===== config.mk =====
export PLATFORM = sky130hd
export DESIGN_NAME = mips_mc_controller_flat
export DESIGN_NICKNAME = d
export VERILOG_FILES = /design/src/rtl/mips_mc_controller_if.sv /design/src/rtl/mips_mc_controller.sv /design/src/flat_wrapper.sv
export SDC_FILE = /design/constraint.sdc
export NUM_CORES = 1
export LEC_CHECK = 0
export CAP_MARGIN = 0
export CORE_UTILIZATION = 32
export CTS_BUF_LIST = sky130_fd_sc_hd__clkbuf_8
export CTS_CLUSTER_SIZE = 12
export DETAILED_ROUTE_END_ITERATION = 6
export PLACE_DENSITY = 0.68
export SLEW_MARGIN = 5
export SYNTH_ARGS = -nofsm -noshare
export SYNTH_HDL_FRONTEND = slang
export SYNTH_SLANG_ARGS = --single-unit

===== constraint.sdc =====
create_clock -name clk -period 1.82 [get_ports clk]
set_input_delay 0.455 -clock clk [delete_from_list [all_inputs] [get_ports clk]]
set_output_delay 0.455 -clock clk [all_outputs]
set_load 0.005 [all_outputs]

===== src/rtl/mips_mc_controller_if.sv =====
// ---------------------------------------------------------------------------
// mips_mc_controller_if
//   Bundle between the multicycle sequencing controller and the shared
//   datapath.
//   Datapath -> controller : op, funct, zero, mem_ready
//   Controller -> datapath : memory strobes (memen, memwrite, iord), IR load
//                            (irwrite), register file controls (regdst,
//                            memtoreg, regwrite), ALU operand and operation
//                            selects (alusrca, alusrcb, alucontrol), PC
//                            controls (pcsrc, pcen), and the sticky trap
//                            flag err.
//   Modports: master = controller side, slave = datapath side.
// ---------------------------------------------------------------------------
interface mips_mc_controller_if;
  logic [5:0] op;
  logic [5:0] funct;
  logic       zero;
  logic       mem_ready;

  logic       memen;
  logic       memwrite;
  logic       iord;
  logic       irwrite;
  logic       regdst;
  logic       memtoreg;
  logic       regwrite;
  logic       alusrca;
  logic [1:0] alusrcb;
  logic [1:0] pcsrc;
  logic       pcen;
  logic [2:0] alucontrol;
  logic       err;

  modport master (
    input  op, funct, zero, mem_ready,
    output memen, memwrite, iord, irwrite, regdst, memtoreg, regwrite,
           alusrca, alusrcb, pcsrc, pcen, alucontrol, err
  );

  modport slave (
    output op, funct, zero, mem_ready,
    input  memen, memwrite, iord, irwrite, regdst, memtoreg, regwrite,
           alusrca, alusrcb, pcsrc, pcen, alucontrol, err
  );
endinterface


===== src/rtl/mips_mc_controller.sv =====
// ---------------------------------------------------------------------------
// mips_mc_controller
//   Moore sequencing controller for the multicycle MIPS datapath. Steps one
//   instruction at a time through fetch, decode, execute, memory and
//   writeback, and traps illegal encodings into a terminal ERROR state.
//
//   Ports:
//     clk  - core clock, all state changes on the rising edge
//     rst  - asynchronous active-low reset; also forces every output to 0
//     bus  - mips_mc_controller_if.master (decode inputs, handshake, strobes)
//
//   Parameter:
//     WAIT_LIMIT - wait cycles a memory state tolerates without mem_ready
//                  (1..255) before trapping.
//
//   Build option:
//     MC_MEM_WAIT_EN - when defined, memory states wait on mem_ready with an
//                      8-bit wait counter and timeout trap. When undefined,
//                      mem_ready is ignored and every memory state lasts one
//                      cycle; err is then raised only by illegal encodings.
// ---------------------------------------------------------------------------
module mips_mc_controller #(
  parameter int unsigned WAIT_LIMIT = 15
) (
  input  logic                  clk,
  input  logic                  rst,
  mips_mc_controller_if.master  bus
);

  typedef enum logic [3:0] {
    S_FETCH   = 4'd0,
    S_DECODE  = 4'd1,
    S_MEMADR  = 4'd2,
    S_MEMRD   = 4'd3,
    S_MEMWB   = 4'd4,
    S_MEMWR   = 4'd5,
    S_EXECUTE = 4'd6,
    S_ALUWB   = 4'd7,
    S_BRANCH  = 4'd8,
    S_ADDIEX  = 4'd9,
    S_ADDIWB  = 4'd10,
    S_JUMP    = 4'd11,
    S_ERROR   = 4'd12
  } state_e;

  localparam logic [5:0] OP_RTYPE = 6'h00;
  localparam logic [5:0] OP_J     = 6'h02;
  localparam logic [5:0] OP_BEQ   = 6'h04;
  localparam logic [5:0] OP_ADDI  = 6'h08;
  localparam logic [5:0] OP_LW    = 6'h23;
  localparam logic [5:0] OP_SW    = 6'h2b;

  localparam logic [5:0] F_ADD = 6'h20;
  localparam logic [5:0] F_SUB = 6'h22;
  localparam logic [5:0] F_AND = 6'h24;
  localparam logic [5:0] F_OR  = 6'h25;
  localparam logic [5:0] F_SLT = 6'h2a;

  localparam logic [2:0] ALU_ADD = 3'b010;
  localparam logic [2:0] ALU_SUB = 3'b110;
  localparam logic [2:0] ALU_AND = 3'b000;
  localparam logic [2:0] ALU_OR  = 3'b001;
  localparam logic [2:0] ALU_SLT = 3'b111;

  // True for the R-type functions this core implements.
  function automatic logic funct_legal(input logic [5:0] f);
    case (f)
      F_ADD, F_SUB, F_AND, F_OR, F_SLT: funct_legal = 1'b1;
      default:                          funct_legal = 1'b0;
    endcase
  endfunction

  // ALU operation for an R-type function; add is a harmless fallback since
  // illegal functions never reach EXECUTE.
  function automatic logic [2:0] alu_of_funct(input logic [5:0] f);
    case (f)
      F_ADD:   alu_of_funct = ALU_ADD;
      F_SUB:   alu_of_funct = ALU_SUB;
      F_AND:   alu_of_funct = ALU_AND;
      F_OR:    alu_of_funct = ALU_OR;
      F_SLT:   alu_of_funct = ALU_SLT;
      default: alu_of_funct = ALU_ADD;
    endcase
  endfunction

  state_e state_q, state_d;
  logic   ready_s;    // effective memory-ready
  logic   timeout_s;  // memory state has exhausted its wait budget
  logic   mem_state_s;

  assign mem_state_s = (state_q == S_FETCH) || (state_q == S_MEMRD) ||
                       (state_q == S_MEMWR);

`ifdef MC_MEM_WAIT_EN
  localparam logic [7:0] WAIT_LIMIT_C = WAIT_LIMIT[7:0];

  logic [7:0] wait_q, wait_d;

  assign ready_s = bus.mem_ready;
  // The counter stops at the limit: a ready in that cycle still succeeds,
  // otherwise the state traps on the coming edge.
  assign timeout_s = mem_state_s && !bus.mem_ready && (wait_q == WAIT_LIMIT_C);

  // Wait counter: cleared whenever the state changes, counts idle memory cycles.
  always_comb begin
    wait_d = wait_q;
    if (state_d != state_q) begin
      wait_d = 8'd0;
    end else if (mem_state_s && !bus.mem_ready) begin
      wait_d = wait_q + 8'd1;
    end else begin
      wait_d = wait_q;
    end
  end

  // Wait counter register.
  always_ff @(posedge clk or negedge rst) begin
    if (!rst) begin
      wait_q <= 8'd0;
    end else begin
      wait_q <= wait_d;
    end
  end
`else
  localparam logic [7:0] unused_wait_limit_c = WAIT_LIMIT[7:0];
  logic unused_mem_ready_s;

  assign unused_mem_ready_s = bus.mem_ready;
  assign ready_s            = 1'b1;
  assign timeout_s          = 1'b0;
`endif

  // State register.
  always_ff @(posedge clk or negedge rst) begin
    if (!rst) begin
      state_q <= S_FETCH;
    end else begin
      state_q <= state_d;
    end
  end

  // Next-state decode.
  always_comb begin
    state_d = state_q;
    case (state_q)
      S_FETCH: begin
        if (ready_s) begin
          state_d = S_DECODE;
        end else if (timeout_s) begin
          state_d = S_ERROR;
        end else begin
          state_d = S_FETCH;
        end
      end
      S_DECODE: begin
        case (bus.op)
          OP_LW, OP_SW: state_d = S_MEMADR;
          OP_RTYPE:     state_d = funct_legal(bus.funct) ? S_EXECUTE : S_ERROR;
          OP_BEQ:       state_d = S_BRANCH;
          OP_ADDI:      state_d = S_ADDIEX;
          OP_J:         state_d = S_JUMP;
          default:      state_d = S_ERROR;
        endcase
      end
      S_MEMADR: state_d = (bus.op == OP_LW) ? S_MEMRD : S_MEMWR;
      S_MEMRD: begin
        if (ready_s) begin
          state_d = S_MEMWB;
        end else if (timeout_s) begin
          state_d = S_ERROR;
        end else begin
          state_d = S_MEMRD;
        end
      end
      S_MEMWR: begin
        if (ready_s) begin
          state_d = S_FETCH;
        end else if (timeout_s) begin
          state_d = S_ERROR;
        end else begin
          state_d = S_MEMWR;
        end
      end
      S_MEMWB:   state_d = S_FETCH;
      S_EXECUTE: state_d = S_ALUWB;
      S_ALUWB:   state_d = S_FETCH;
      S_BRANCH:  state_d = S_FETCH;
      S_ADDIEX:  state_d = S_ADDIWB;
      S_ADDIWB:  state_d = S_FETCH;
      S_JUMP:    state_d = S_FETCH;
      S_ERROR:   state_d = S_ERROR;
      default:   state_d = S_ERROR;
    endcase
  end

  logic       memen_s, memwrite_s, iord_s, irwrite_s, regdst_s, memtoreg_s;
  logic       regwrite_s, alusrca_s, pcen_s, err_s;
  logic [1:0] alusrcb_s, pcsrc_s;
  logic [2:0] alucontrol_s;

  // Moore output decode; only FETCH and BRANCH gate on live inputs.
  always_comb begin
    memen_s      = 1'b0;
    memwrite_s   = 1'b0;
    iord_s       = 1'b0;
    irwrite_s    = 1'b0;
    regdst_s     = 1'b0;
    memtoreg_s   = 1'b0;
    regwrite_s   = 1'b0;
    alusrca_s    = 1'b0;
    alusrcb_s    = 2'b00;
    pcsrc_s      = 2'b00;
    pcen_s       = 1'b0;
    alucontrol_s = 3'b000;
    err_s        = 1'b0;
    case (state_q)
      S_FETCH: begin
        memen_s      = 1'b1;
        alusrcb_s    = 2'b01;
        alucontrol_s = ALU_ADD;
        irwrite_s    = ready_s;
        pcen_s       = ready_s;
      end
      S_DECODE: begin
        alusrcb_s    = 2'b11;
        alucontrol_s = ALU_ADD;
      end
      S_MEMADR, S_ADDIEX: begin
        alusrca_s    = 1'b1;
        alusrcb_s    = 2'b10;
        alucontrol_s = ALU_ADD;
      end
      S_MEMRD: begin
        memen_s = 1'b1;
        iord_s  = 1'b1;
      end
      S_MEMWB: begin
        regwrite_s = 1'b1;
        memtoreg_s = 1'b1;
      end
      S_MEMWR: begin
        memwrite_s = 1'b1;
        iord_s     = 1'b1;
      end
      S_EXECUTE: begin
        alusrca_s    = 1'b1;
        alucontrol_s = alu_of_funct(bus.funct);
      end
      S_ALUWB: begin
        regwrite_s = 1'b1;
        regdst_s   = 1'b1;
      end
      S_BRANCH: begin
        alusrca_s    = 1'b1;
        alucontrol_s = ALU_SUB;
        pcsrc_s      = 2'b01;
        pcen_s       = bus.zero;
      end
      S_ADDIWB: regwrite_s = 1'b1;
      S_JUMP: begin
        pcsrc_s = 2'b10;
        pcen_s  = 1'b1;
      end
      S_ERROR: err_s = 1'b1;
      default: err_s = 1'b1;
    endcase
  end

  // Reset holds every output low, including the FETCH strobes.
  assign bus.memen      = rst & memen_s;
  assign bus.memwrite   = rst & memwrite_s;
  assign bus.iord       = rst & iord_s;
  assign bus.irwrite    = rst & irwrite_s;
  assign bus.regdst     = rst & regdst_s;
  assign bus.memtoreg   = rst & memtoreg_s;
  assign bus.regwrite   = rst & regwrite_s;
  assign bus.alusrca    = rst & alusrca_s;
  assign bus.alusrcb    = {2{rst}} & alusrcb_s;
  assign bus.pcsrc      = {2{rst}} & pcsrc_s;
  assign bus.pcen       = rst & pcen_s;
  assign bus.alucontrol = {3{rst}} & alucontrol_s;
  assign bus.err        = rst & err_s;

endmodule


===== src/flat_wrapper.sv =====
// flat-port wrapper written by rule: the top's interface ports become plain ports
module mips_mc_controller_flat 
#(
  parameter int unsigned WAIT_LIMIT = 15
)
  (clk, rst, bus_op, bus_funct, bus_zero, bus_mem_ready, bus_memen, bus_memwrite, bus_iord, bus_irwrite, bus_regdst, bus_memtoreg, bus_regwrite, bus_alusrca, bus_alusrcb, bus_pcsrc, bus_pcen, bus_alucontrol, bus_err);
  mips_mc_controller_if bus_i ();
  input  logic clk;
  input  logic rst;
  input wire logic [$bits(bus_i.op)-1:0] bus_op;
  input wire logic [$bits(bus_i.funct)-1:0] bus_funct;
  input wire logic [$bits(bus_i.zero)-1:0] bus_zero;
  input wire logic [$bits(bus_i.mem_ready)-1:0] bus_mem_ready;
  output wire logic [$bits(bus_i.memen)-1:0] bus_memen;
  output wire logic [$bits(bus_i.memwrite)-1:0] bus_memwrite;
  output wire logic [$bits(bus_i.iord)-1:0] bus_iord;
  output wire logic [$bits(bus_i.irwrite)-1:0] bus_irwrite;
  output wire logic [$bits(bus_i.regdst)-1:0] bus_regdst;
  output wire logic [$bits(bus_i.memtoreg)-1:0] bus_memtoreg;
  output wire logic [$bits(bus_i.regwrite)-1:0] bus_regwrite;
  output wire logic [$bits(bus_i.alusrca)-1:0] bus_alusrca;
  output wire logic [$bits(bus_i.alusrcb)-1:0] bus_alusrcb;
  output wire logic [$bits(bus_i.pcsrc)-1:0] bus_pcsrc;
  output wire logic [$bits(bus_i.pcen)-1:0] bus_pcen;
  output wire logic [$bits(bus_i.alucontrol)-1:0] bus_alucontrol;
  output wire logic [$bits(bus_i.err)-1:0] bus_err;
  assign bus_i.op = bus_op;
  assign bus_i.funct = bus_funct;
  assign bus_i.zero = bus_zero;
  assign bus_i.mem_ready = bus_mem_ready;
  assign bus_memen = bus_i.memen;
  assign bus_memwrite = bus_i.memwrite;
  assign bus_iord = bus_i.iord;
  assign bus_irwrite = bus_i.irwrite;
  assign bus_regdst = bus_i.regdst;
  assign bus_memtoreg = bus_i.memtoreg;
  assign bus_regwrite = bus_i.regwrite;
  assign bus_alusrca = bus_i.alusrca;
  assign bus_alusrcb = bus_i.alusrcb;
  assign bus_pcsrc = bus_i.pcsrc;
  assign bus_pcen = bus_i.pcen;
  assign bus_alucontrol = bus_i.alucontrol;
  assign bus_err = bus_i.err;
  mips_mc_controller #(.WAIT_LIMIT(WAIT_LIMIT)) u_core (.clk(clk), .rst(rst), .bus(bus_i));
endmodule

# Word level (Yosys, flattened, before mapping)
# Index checks and enable logic that the tools add are counted.
[word_totals] regBits=4 input_bits=16 out_inout_bits=17
[op_classes] n_eq_ne=21 reduce_logical=13 n_mux=21 bitwise=13
[op_table] op="equality test 6 bit, second input constant" n=7
[op_table] op="case mux 4 bit (7 select lines)" n=1
[op_table] op="case mux 4 bit (5 select lines)" n=1
[op_table] op="equality test 4 x 3 -> 1 bit, second input constant" n=4
[op_table] op="equality test 4 bit, second input constant" n=4
[op_table] op="2-to-1 mux 1 bit" n=12
[op_table] op="case mux 3 bit (4 select lines)" n=1
[op_table] op="OR reduction 12 bit" n=1
[op_table] op="AND 1 bit" n=10
[op_table] op="OR reduction 2 bit" n=5
[op_table] op="case mux 3 bit (3 select lines)" n=1
[op_table] op="equality test 4 x 2 -> 1 bit, second input constant" n=2
[op_table] op="OR reduction 4 bit" n=2
[op_table] op="equality test 6 x 2 -> 1 bit, second input constant" n=1
[op_table] op="equality test 6 x 3 -> 1 bit, second input constant" n=1
[op_table] op="equality test 6 x 4 -> 1 bit, second input constant" n=1
[op_table] op="zero test 6 bit" n=1
[op_table] op="case mux 2 bit (3 select lines)" n=1
[op_table] op="OR reduction 6 bit" n=1
[op_table] op="OR reduction 5 bit" n=1
[op_table] op="AND 2 bit" n=2
[op_table] op="equality test 4 x 1 -> 1 bit, second input constant" n=1
[op_table] op="zero test 4 bit" n=1
[op_table] op="2-to-1 mux 4 bit" n=1
[op_table] op="5 further kinds" n=5

# Depth between registers and ports, before layout
[logic_depth] ltp_word=8 depth_mapped=5

# Worst setup path before layout
# OpenSTA, ideal clock, no wires.
[synth_timing] kind="flip-flop to output port" start="register u_core.state_q[2]" end="output port bus_regwrite" stages_incl_launch_ff=6 arrival_ps=1078 path_buffers=1 path_slack_ps=287 path_cell_list="dfrtp_1 > buf_2 > and2b_1 > mux2i_1 > o22ai_1 > and2_1"
[synth_via] elab_chain_cells=4 elab_cells_between_ends=6 classes_between="eq/ne (3); mux (1); bitwise (1); reduce/logical (1)"
[synth_rtl] element="from (decl)" line_no="mips_mc_controller.sv:86" source="state_e state_q, state_d;"
[synth_rtl] element="from (signal assigned)" line_no="mips_mc_controller.sv:138" source="state_q <= state_d;"
[synth_rtl] element="equality test 4 x 3 -> 1 bit or equality test 4 bit (tied branches)" line_no="mips_mc_controller.sv:216" source="case (state_q)"
[synth_rtl] element="OR reduction 3 bit (no line) *"
[synth_rtl] element="2-to-1 mux 1 bit *" line_no="mips_mc_controller.sv:216"
[synth_rtl] element="AND 1 bit *" line_no="mips_mc_controller.sv:276" source="assign bus.regwrite = rst & regwrite_s;"
[synth_rtl] element="to (decl)" line_no="flat_wrapper.sv:20" source="output wire logic [$bits(bus_i.regwrite)-1:0] bus_regwrite;"
# Every way passes the cells marked *; elsewhere a longest branch is shown, timed or not.

# Worst setup path after layout
# Same ends and word-level chain as after synthesis.

==> summary.md <==
| Metric | Value |
|---|---|
| Gr ovfl total | `0` |
| Full die area | `2120 um2` |
| HPWL Detailed | `1580 um` |
| Critical Path Sink | `bus_regwrite` |
| Status | `finished, violations left` |
| Synth warnings | `0` |
| Dominant synthesized flop cell | `dfrtp_1` |
| CTS H-tree depth | `1` |
| Crit path kind | `flip-flop to output port` |
| Post-synthesis sequential area ratio | `16.1%` |
| Post-layout total power | `1720 uW` |
| R2R Path Start | `u_core.state_q[2]$_DFF_PN0_` |
| CORE AREA | `1760 um2` |
| Sw Ratio | `between 40 and 50%` |
| Iteration-0 DRC Markers | `20` |
| Vias after detailed routing | `slightly above 1k` |
| Violated checks | `negative setup slack` |
| Maximum number of pins on one net before global-route repair | `16` |
| Nets@finish | `185` |
| Max reg flops | `4` |
| Most instantiated cells after synthesis | `nor2_1, nor3_1, a21oi_1, nand2_1` |
| Maximum clock frequency | `0.521 GHz` |
| Comb power frac | `77.0%` |
| Clock share of power | `10.6%` |
| Part of the power in registers | `between 10% and 20%` |
| CP Launch Point | `u_core.state_q[2]$_DFF_PN0_` |
| Top reg by flops | `u_core.state_q` |
| Die span in x | `46.0 um` |
| Final hold violations | `0` |
| Setup slack, reg-to-reg | `0.07 ns` |
| Ys async rst share | `100%` |
| Maximum vdd drop | `between 1 and 1.5 mV` |
| P_sw | `710 uW` |
| CTS tree | `done` |
| Setup WS post-layout | `-0.100 ns` |
| Biggest regs | `u_core.state_q (4)` |
| WL per Instance | `~15 um` |
| Clk_skew | `0.00207 ns` |
| Max-slew headroom | `75.0%` |
| # DRC | `0` |
| Worst Reg-to-Reg Cells | `6` |
| Reg-to-Reg End | `u_core.state_q[2]$_DFF_PN0_` |
| Fin. max-slew vios | `0` |
| Final period utilization | `105%` |
| I/O pin total | `33` |
| CTS root buffer | `clkbuf_8` |
| Antenna viol nets, final | `0` |
| Antenna Cells | `0` |
| Synth cell types | `40` |
| Largest fanout on the critical path | `4` |
| Longest Clk Path Bufs | `2` |
| Pint | `1010 uW` |
| Antenna violations before repair | `0` |
| Hold WC Path Type | `input pin to async pin` |
| Post-route cell area | `1420 um2` |
| Power Density | `between 1000 and 1500 nW/um2` |
| Initial core utilization | `35.2%` |
| Slew @ Worst Pin | `0.375 ns` |
| Area growth from synthesis to layout | `129%` |
| Vias in the first global route | `874` |
| Dominant cells by area after synthesis | `dfrtp_1, nor2_1, nor3_1` |
| WL final | `2840 um` |
| Area leader, netlist | `dfrtp_1` |
| Die Span Y | `46.0 um` |
| Mapped cell area | `621 um2` |
| Period minus WS final | `approximately 1.9 ns` |
| TritonCTS Sinks | `4` |
| Post-synth EDFFs | `0` |
| Clock transition at path regs | `~0.030 ns` |
| First-pass GRT wire length | `3880 um` |
| Synthesized Nets | `107` |
| Avg Synthesized Cell Area | `6.82 um2` |
| Leakage Power | `0.000690 uW` |
| GPL Wtd Cong | `0.811` |
| TritonCTS Buffers | `3` |
| Fraction of layout cells with a size suffix above 1 | `a little under three fifths` |
| Top cell type's share of synthesized area | `16.1%` |
| Worst Path Arrival | `1.46 ns` |
| Cells after Synth | `91` |
| Total Routing Usage GR | `between 20 and 25%` |
| Critical path required time | `1.36 ns` |
| Startpoint Class | `flip-flop` |
| Via-to-Cell Ratio | `5.33` |
| Final setup viols | `4` |
| Clock Latency Late Sink | `0.21 ns` |
| Row Count | `15` |
| Port Buf Inserts | `31` |
| Post-DP Area | `1140 um2` |
| DRT Pass-1 Iters | `4` |
| Most common cell in the netlist | `nor2_1` |
| RSZ-0062 raised after global routing | `yes` |
| Post-layout util | `between 80% and 90%` |
| Maxcap violations | `0` |
| Yosys reg bits | `4` |
| Crit end category | `output port` |
-- power by group through the flow --
stage | Sequential [uW] | Combinational (uW) | Clock [uW]
5_1_grt | 214 | 1410 | 194
4_1_cts | 198 | 1050 | 183
6_report | 213 | 1320 | 182
3_3_place_gp | 181 | 877 | 0
2_1_floorplan | 170 | 446 | 0
3_5_place_dp | 185 | 888 | 0
-- worst min path at each step --
stage / from / end / slack [ns] / depth (start not counted)
2_1_floorplan: rst / u_core.state_q[0]$_DFF_PN0_ / 0.16 / 0
3_3_place_gp: u_core.state_q[1]$_DFF_PN0_ / u_core.state_q[0]$_DFF_PN0_ / 0.65 / 2
3_5_place_dp: u_core.state_q[1]$_DFF_PN0_ / u_core.state_q[0]$_DFF_PN0_ / 0.63 / 2
4_1_cts: rst / u_core.state_q[3]$_DFF_PN0_ / 0.33 / 2
5_1_grt: rst / u_core.state_q[1]$_DFF_PN0_ / 0.36 / 2
6_report: rst / u_core.state_q[1]$_DFF_PN0_ / 0.36 / 2
-- cells by family after synthesis --
| kind of cell | share of synthesized area, % |
|---|---|
| and+or+nand+nor | 42.9 |
| AOI/OAI and AO/OA | 28.2 |
| buffers and inverters | 8.27 |
| DFF | 16.1 |
| muxes | 1.61 |
| xor gates and xnor gates | 2.82 |
-- timing repair --
action                     CTS  global route
resized for setup           77            40
pin swaps                   12            10
setup endpoints to repair   17            18
setup buffers                9            11
hold buffers                 0             0
-- critical path: stages (launching register included) --
cell,delay (ns)
dfrtp_2,0.45
and2b_2,0.23
buf_6,0.12
mux2i_1,0.13
o22ai_1,0.08
and2_1,0.13
buf_2,0.12
-- per-stage QoR --
| stage | setup slack, ns | std cells | hold slack (ns) | TNS, ns |
|---|---|---|---|---|
| final | -0.100 | 192 | 0.363 | -0.222 |
| after global routing | -0.160 | 192 | 0.358 | -0.695 |
| after CTS | -0.259 | 182 | 0.332 | -0.794 |
| after detailed placement | -0.677 | 170 | 0.634 | -8.78 |
| after global placement | -0.639 | 170 | 0.646 | -8.54 |
| after floorplan | 0.287 | 91 | 0.159 | 0 |
-- routing by layer --
| metal | part of all wire, % | global-route usage, % | vias up |
|---|---|---|---|
| li1 | - | - | 490 |
| met2 | 51 | 42.0 | 37 |
| met3 | 3.7 | 1.59 | 10 |
| met4 | 3.7 | 5.29 | 0 |
| met1 | 41 | 34.4 | 487 |
| met5 | 0 | 0 | - |
-- area by class of cell --
cell class / instances / area (um2)
well taps: 25 / 31.3
repair buffers: 79 / 621
fillers: 119 / 340
inverters: 3 / 11.3
flip-flops and latches: 4 / 104
multi-input cells: 78 / 616
clock buffers: 3 / 41.3
-- cells in the final DEF, fill, tap and decap left out, types with 3 or more instances in the layout --
cell type	count
a21oi_1	5
buf_2	9
buf_4	39
buf_6	9
clkbuf_2	8
clkbuf_8	3
clkdlybuf4s15_1	3
clkdlybuf4s50_1	6
dfrtp_2	3
dlygate4sd2_1	3
nand2_1	5
nand2b_1	3
nor2_1	12
nor2b_4	3
nor3_2	5
(Power assumes the default switching activity.)
